**config.mk**
```make
export PLATFORM = sky130hd
export DESIGN_NAME = title_bitmap_anim
export DESIGN_NICKNAME = d
export VERILOG_FILES = /design/src/rtl/title_bitmap_anim.sv
export SDC_FILE = /design/constraint.sdc
export NUM_CORES = 1
export LEC_CHECK = 0
export BUFFER_PORTS_ARGS = -buffer_cell sky130_fd_sc_hd__clkbuf_2
export CAP_MARGIN = 20
export CORE_MARGIN = 2
export CORE_UTILIZATION = 40
export DETAILED_ROUTE_END_ITERATION = 10
export GPL_TIMING_DRIVEN = 1
export PLACE_DENSITY_LB_ADDON = 0.2
export SYNTH_ARGS = -nofsm -noshare
export SYNTH_HDL_FRONTEND = slang
export SYNTH_SLANG_ARGS = --single-unit
```
**constraint.sdc**
```tcl
create_clock -name clk -period 1.45 [get_ports clk]
set_input_delay 0.145 -clock clk [delete_from_list [all_inputs] [get_ports clk]]
set_output_delay 0.145 -clock clk [all_outputs]
set_load 0.02 [all_outputs]
```
**src/rtl/title_bitmap_anim.sv**
```systemverilog
// Title bitmap sprite with four display modes: static, blink, left-to-right
// reveal wipe and colour cycling. Pixel colour is registered one cycle after
// the pixel coordinates; drawingRequest is derived from the registered colour.
module title_bitmap_anim #(
  parameter int               WIDTH        = 128,
  parameter int               HEIGHT       = 16,
  parameter int               SCALE_SHIFT  = 0,
  parameter logic [WIDTH*HEIGHT-1:0] BITMAP = '1,
  parameter logic [7:0]       COLOR        = 8'hFF,
  parameter int               BLINK_ON     = 20,
  parameter int               BLINK_PERIOD = 40,
  parameter int               REVEAL_STEP  = 4,
  parameter int               HUE_PERIOD   = 8
) (
  input  logic        clk,
  input  logic        reset,
  input  logic [10:0] offsetX,
  input  logic [10:0] offsetY,
  input  logic        InsideRectangle,
  input  logic        startOfFrame,
  input  logic [1:0]  mode,
  output logic        drawingRequest,
  output logic [7:0]  RGBout,
  output logic        animDone
);

  localparam int NB = WIDTH * HEIGHT;
  localparam int IW = (NB > 1) ? $clog2(NB) : 1;

  typedef enum logic [1:0] {IDLE, RUN, DONE} state_t;

  state_t      state_q, state_d;
  logic [1:0]  mode_q, mode_d;
  logic [8:0]  reveal_col_q, reveal_col_d;
  logic [7:0]  frame_cnt_q, frame_cnt_d;
  logic [7:0]  div_q, div_d;
  logic [2:0]  hue_q, hue_d;
  logic [7:0]  rgb_q, rgb_d;

  logic        mode_chg, sof;
  logic [9:0]  reveal_sum;
  logic [10:0] col, row;
  logic        in_range, bm_bit, hidden;
  logic [31:0] bit_lin;
  logic [IW-1:0] bit_idx;
  logic [7:0]  hue_col, draw_col;

  // A frame pulse landing on a mode change edge is dropped; the new mode
  // starts from freshly cleared counters.
  assign mode_chg   = (mode != mode_q);
  assign sof        = startOfFrame && !mode_chg;
  assign reveal_sum = 10'(reveal_col_q) + 10'(REVEAL_STEP);

  // Frame and hue counters; each advances only in the mode that uses it.
  always_comb begin
    mode_d      = mode;
    frame_cnt_d = frame_cnt_q;
    div_d       = div_q;
    hue_d       = hue_q;
    if (mode_chg) begin
      frame_cnt_d = 8'd0;
      div_d       = 8'd0;
      hue_d       = 3'd0;
    end else if (sof) begin
      if (mode_q == 2'd1)
        frame_cnt_d = (frame_cnt_q >= 8'(BLINK_PERIOD - 1)) ? 8'd0 : frame_cnt_q + 8'd1;
      if (mode_q == 2'd3) begin
        if (div_q >= 8'(HUE_PERIOD - 1)) begin
          div_d = 8'd0;
          hue_d = hue_q + 3'd1;
        end else begin
          div_d = div_q + 8'd1;
        end
      end
    end
  end

  // Reveal wipe FSM: restarts from column 0 whenever mode becomes 2.
  always_comb begin
    state_d      = state_q;
    reveal_col_d = reveal_col_q;
    if (mode_chg) begin
      reveal_col_d = 9'd0;
      state_d      = (mode == 2'd2) ? RUN : IDLE;
    end else begin
      case (state_q)
        RUN: begin
          if (sof) begin
            if (reveal_sum >= 10'(WIDTH)) begin
              reveal_col_d = 9'(WIDTH);
              state_d      = DONE;
            end else begin
              reveal_col_d = reveal_sum[8:0];
            end
          end
        end
        default: ;
      endcase
    end
  end

  // Pixel lookup, mode masking and colour selection.
  always_comb begin
    col      = offsetX >> SCALE_SHIFT;
    row      = offsetY >> SCALE_SHIFT;
    in_range = (col < 11'(WIDTH)) && (row < 11'(HEIGHT));
    // Row 0 occupies the MSBs, column 0 is the MSB within a row.
    bit_lin  = 32'(NB - 1) - (32'(row) * 32'(WIDTH) + 32'(col));
    bit_idx  = IW'(bit_lin);
    bm_bit   = in_range ? BITMAP[bit_idx] : 1'b1;
    hue_col  = COLOR + {hue_q, 5'b0};
    // An all-zero hue would read as transparent, so fall back to the base colour.
    draw_col = ((mode_q == 2'd3) && (hue_col != 8'h00)) ? hue_col : COLOR;
    hidden   = ((mode_q == 2'd1) && (frame_cnt_q >= 8'(BLINK_ON))) ||
               ((mode_q == 2'd2) && (col >= 11'(reveal_col_q)));
    rgb_d    = (InsideRectangle && !bm_bit && !hidden) ? draw_col : 8'h00;
  end

  // State registers with synchronous reset.
  always_ff @(posedge clk) begin
    if (reset) begin
      state_q      <= IDLE;
      mode_q       <= 2'd0;
      reveal_col_q <= 9'd0;
      frame_cnt_q  <= 8'd0;
      div_q        <= 8'd0;
      hue_q        <= 3'd0;
      rgb_q        <= 8'h00;
    end else begin
      state_q      <= state_d;
      mode_q       <= mode_d;
      reveal_col_q <= reveal_col_d;
      frame_cnt_q  <= frame_cnt_d;
      div_q        <= div_d;
      hue_q        <= hue_d;
      rgb_q        <= rgb_d;
    end
  end

  assign RGBout         = rgb_q;
  assign drawingRequest = (rgb_q != 8'h00);
  assign animDone       = (state_q == DONE);

endmodule
```
==> results.cfg <==
[outcome]
outcome = finished, final reports clean

[clock_network]
clock_path_buffers = 2
cts_made_buffers = 3
postCtsSetupBuffers = 0
clk_latency_ns = 0.26
clock_sinks = 11
htreeDepth = 1
cts-root-buf = clkbuf_4
cts_tree = yes
clk_pin_slew_worst_paths_ns = 0.07
cts_resized = 0
cts_hold_buffers = 0

[cells_and_area]
nets = 100
final_area_sq_um = 623
seq_area_sq_um = 220
diodes = 0
final_core_utilization_pct = 46.7
final_common_cell = dfxtp_1
areaGrowthSynthToFinish_pct = 6.87
multi_input_area_sq_um = 325
drive_gt1_share_pct = 20.0
fillers = 144
final_cell_mix = 11 x dfxtp_1, 9 x conb_1, 7 x nor2_1

[synthesis]
seq_area_frac_synth_pct = 37.8
synth-seq-cells = 11
synth_xor_area_share_pct = 9.01
synth_compound_area_share_pct = 9.44
synth_fa_ha_area_share_pct = 2.15
syn_area_sq_um = 583
synth.area.mux_share_pct = 0
async_flop_share_pct = 0
avgSynthCellArea_sq_um = 9.56
synth_simple_gate_area_share_pct = 29.4
synth_edf_count = 0
syn_inst = 61
ys_warn_count = 0
ys.flop_type = dfxtp_1
synthDistinctLibCells = 23
synth_top_family_by_area = simple AND/OR/NAND/NOR gates

[sta]
fin_crit_sh_pct = 95.0
finalMaxSlewViolations = 0
hold_violations = 0
rsz0062_at_grt = no
fmax_ghz = 0.726
min_period_ns = 1.38
tns_ns = 0
setup_viol = 0
skew_ns = 0.000441

[min_path]
hp-class = in -> reg

[grt]
grt_util_all_layers_pct = 10.8
grt_pass1_vias = 360
grt_antenna_before_repair = 0
grt-ovfl-total = 0
grt_start_max_net_pins = 7
grt_pass1_wl_microns = 1440

[floorplanning]
ios = 38
die-area_sq_um = 1780
die_h_microns = 42.2
rows = 13
start_util_pct = 43.7
die_w_microns = 42.2
fp.coreArea_sq_um = 1330

[placed_design]
postPlaceCellArea_sq_um = 597
gp_congestion = 0.692
hpwl_microns = 685
port_buffers = 5

[power]
leakage_nw = 0.246
pwr-share-comb_pct = 9.7
ir_drop_uv = 530
power_density_nw_per_um2 = 913
p_clk_share_pct = 35.9
intPower_mw = 0.428
p_switching_mw = 0.141
switching_share_pct = 24.8
p_seq_share_pct = 54.5

[detailed_routing]
wl_per_cell_microns = 9.96
drc = 0
drt_iter0_markers = 2
routed_wl_microns = 847
wl_met2_microns = 369
ant_nets = 0
met1Wirelength_microns = 421
via_count = 400
dr_wl_met3_microns = 43
top_layer_used = met4
via_per_inst = 4.71
drt-pass1-iter-count = 2

[setup_path]
crit_slowest_cell = dfxtp_1
end_kind = register
crit_fanout = 4
startpoint_type = register
required_ns = 1.61
arrival_ns = 1.54
slowest_delay_ns = 0.36
critPathKind = reg -> reg
crit_chain = ha_1 > nor4_4 > nor3_2 > o21a_1

[run]
drv_cap = 0
critical path, delay by kind of cell (launching register included):
family	cells	cell delay, ns
compound gates	1	0.19
fa+ha+maj	1	0.27
flops	1	0.36
simple gates	2	0.46
routing by layer:
layer / vias to the layer above / GRT usage (%)
li1: 207 / -
met5: - / 0
met1: 179 / 13.8
met4: 0 / 9.38
met3: 2 / 2.59
met2: 12 / 14.8
cells in the mapped netlist, types with 2 or more instances:
master / count / area, sq um
o21a_1: 3 / 22.5
xor2_1: 4 / 35.0
dfxtp_1: 11 / 220
nand3b_1: 2 / 15.0
nand2_1: 5 / 18.8
buf_4: 9 / 67.6
nor2_1: 7 / 26.3
nor2b_1: 3 / 18.8
nor3_2: 2 / 20.0
xnor2_1: 2 / 17.5
registers in the layout, summed over array words and instances (netlist names):
register and count:
reveal_col_q 7, state_q 2, mode_q 2
through the flow:
step                std cells  hold WS (ns)  worst slack [ns]  power [mW]
floorplan                  69         0.217             0.158       0.378
global placement           81         0.371            0.0889       0.371
detailed placement         81         0.377            0.0655       0.372
CTS                        85        0.0938            0.0561       0.578
global route               85         0.112            0.0154       0.592
finish                     85        0.0975            0.0722       0.569
cell type report:
class	instances	area share, %
sequential	11	35.3
clock buffer	4	4.22
tap	15	3.01
timing repair buffer	6	5.22
multi-input combinational	49	52.2
final timing paths:
check,end,from,cells after the start,slack [ns]
worst min-delay path,mode_q[0]$_SDFF_PP0_,reset,2,0.1
worst min register to register,reveal_col_q[3]$_SDFFE_PP0P_,reveal_col_q[3]$_SDFFE_PP0P_,2,0.51
worst max register to register,reveal_col_q[7]$_SDFFE_PP0P_,reveal_col_q[2]$_SDFFE_PP0P_,4,0.07
worst max-delay path,reveal_col_q[7]$_SDFFE_PP0P_,reveal_col_q[2]$_SDFFE_PP0P_,4,0.07
cells by family (layout without fill, tap and decap cells):
family | Yosys count | in the layout
and+or+nand+nor | 27 | 27
DFF | 11 | 11
buffers and inverters | 9 | 10
AOI/OAI and AO/OA | 6 | 6
xor gates and xnor gates | 6 | 6
adders and majority gates | 1 | 1
other | 1 | 9
power groups by stage:
| stage | combinational [mW] | clock (mW) | sequential [mW] |
|---|---|---|---|
| CTS | 0.0553 | 0.213 | 0.310 |
| global placement | 0.0548 | 0 | 0.317 |
| floorplan | 0.0620 | 0 | 0.316 |
| detailed placement | 0.0550 | 0 | 0.317 |
| global route | 0.0613 | 0.221 | 0.310 |
| finish | 0.0550 | 0.204 | 0.310 |
Note: power is estimated with default switching activity, not from simulation.
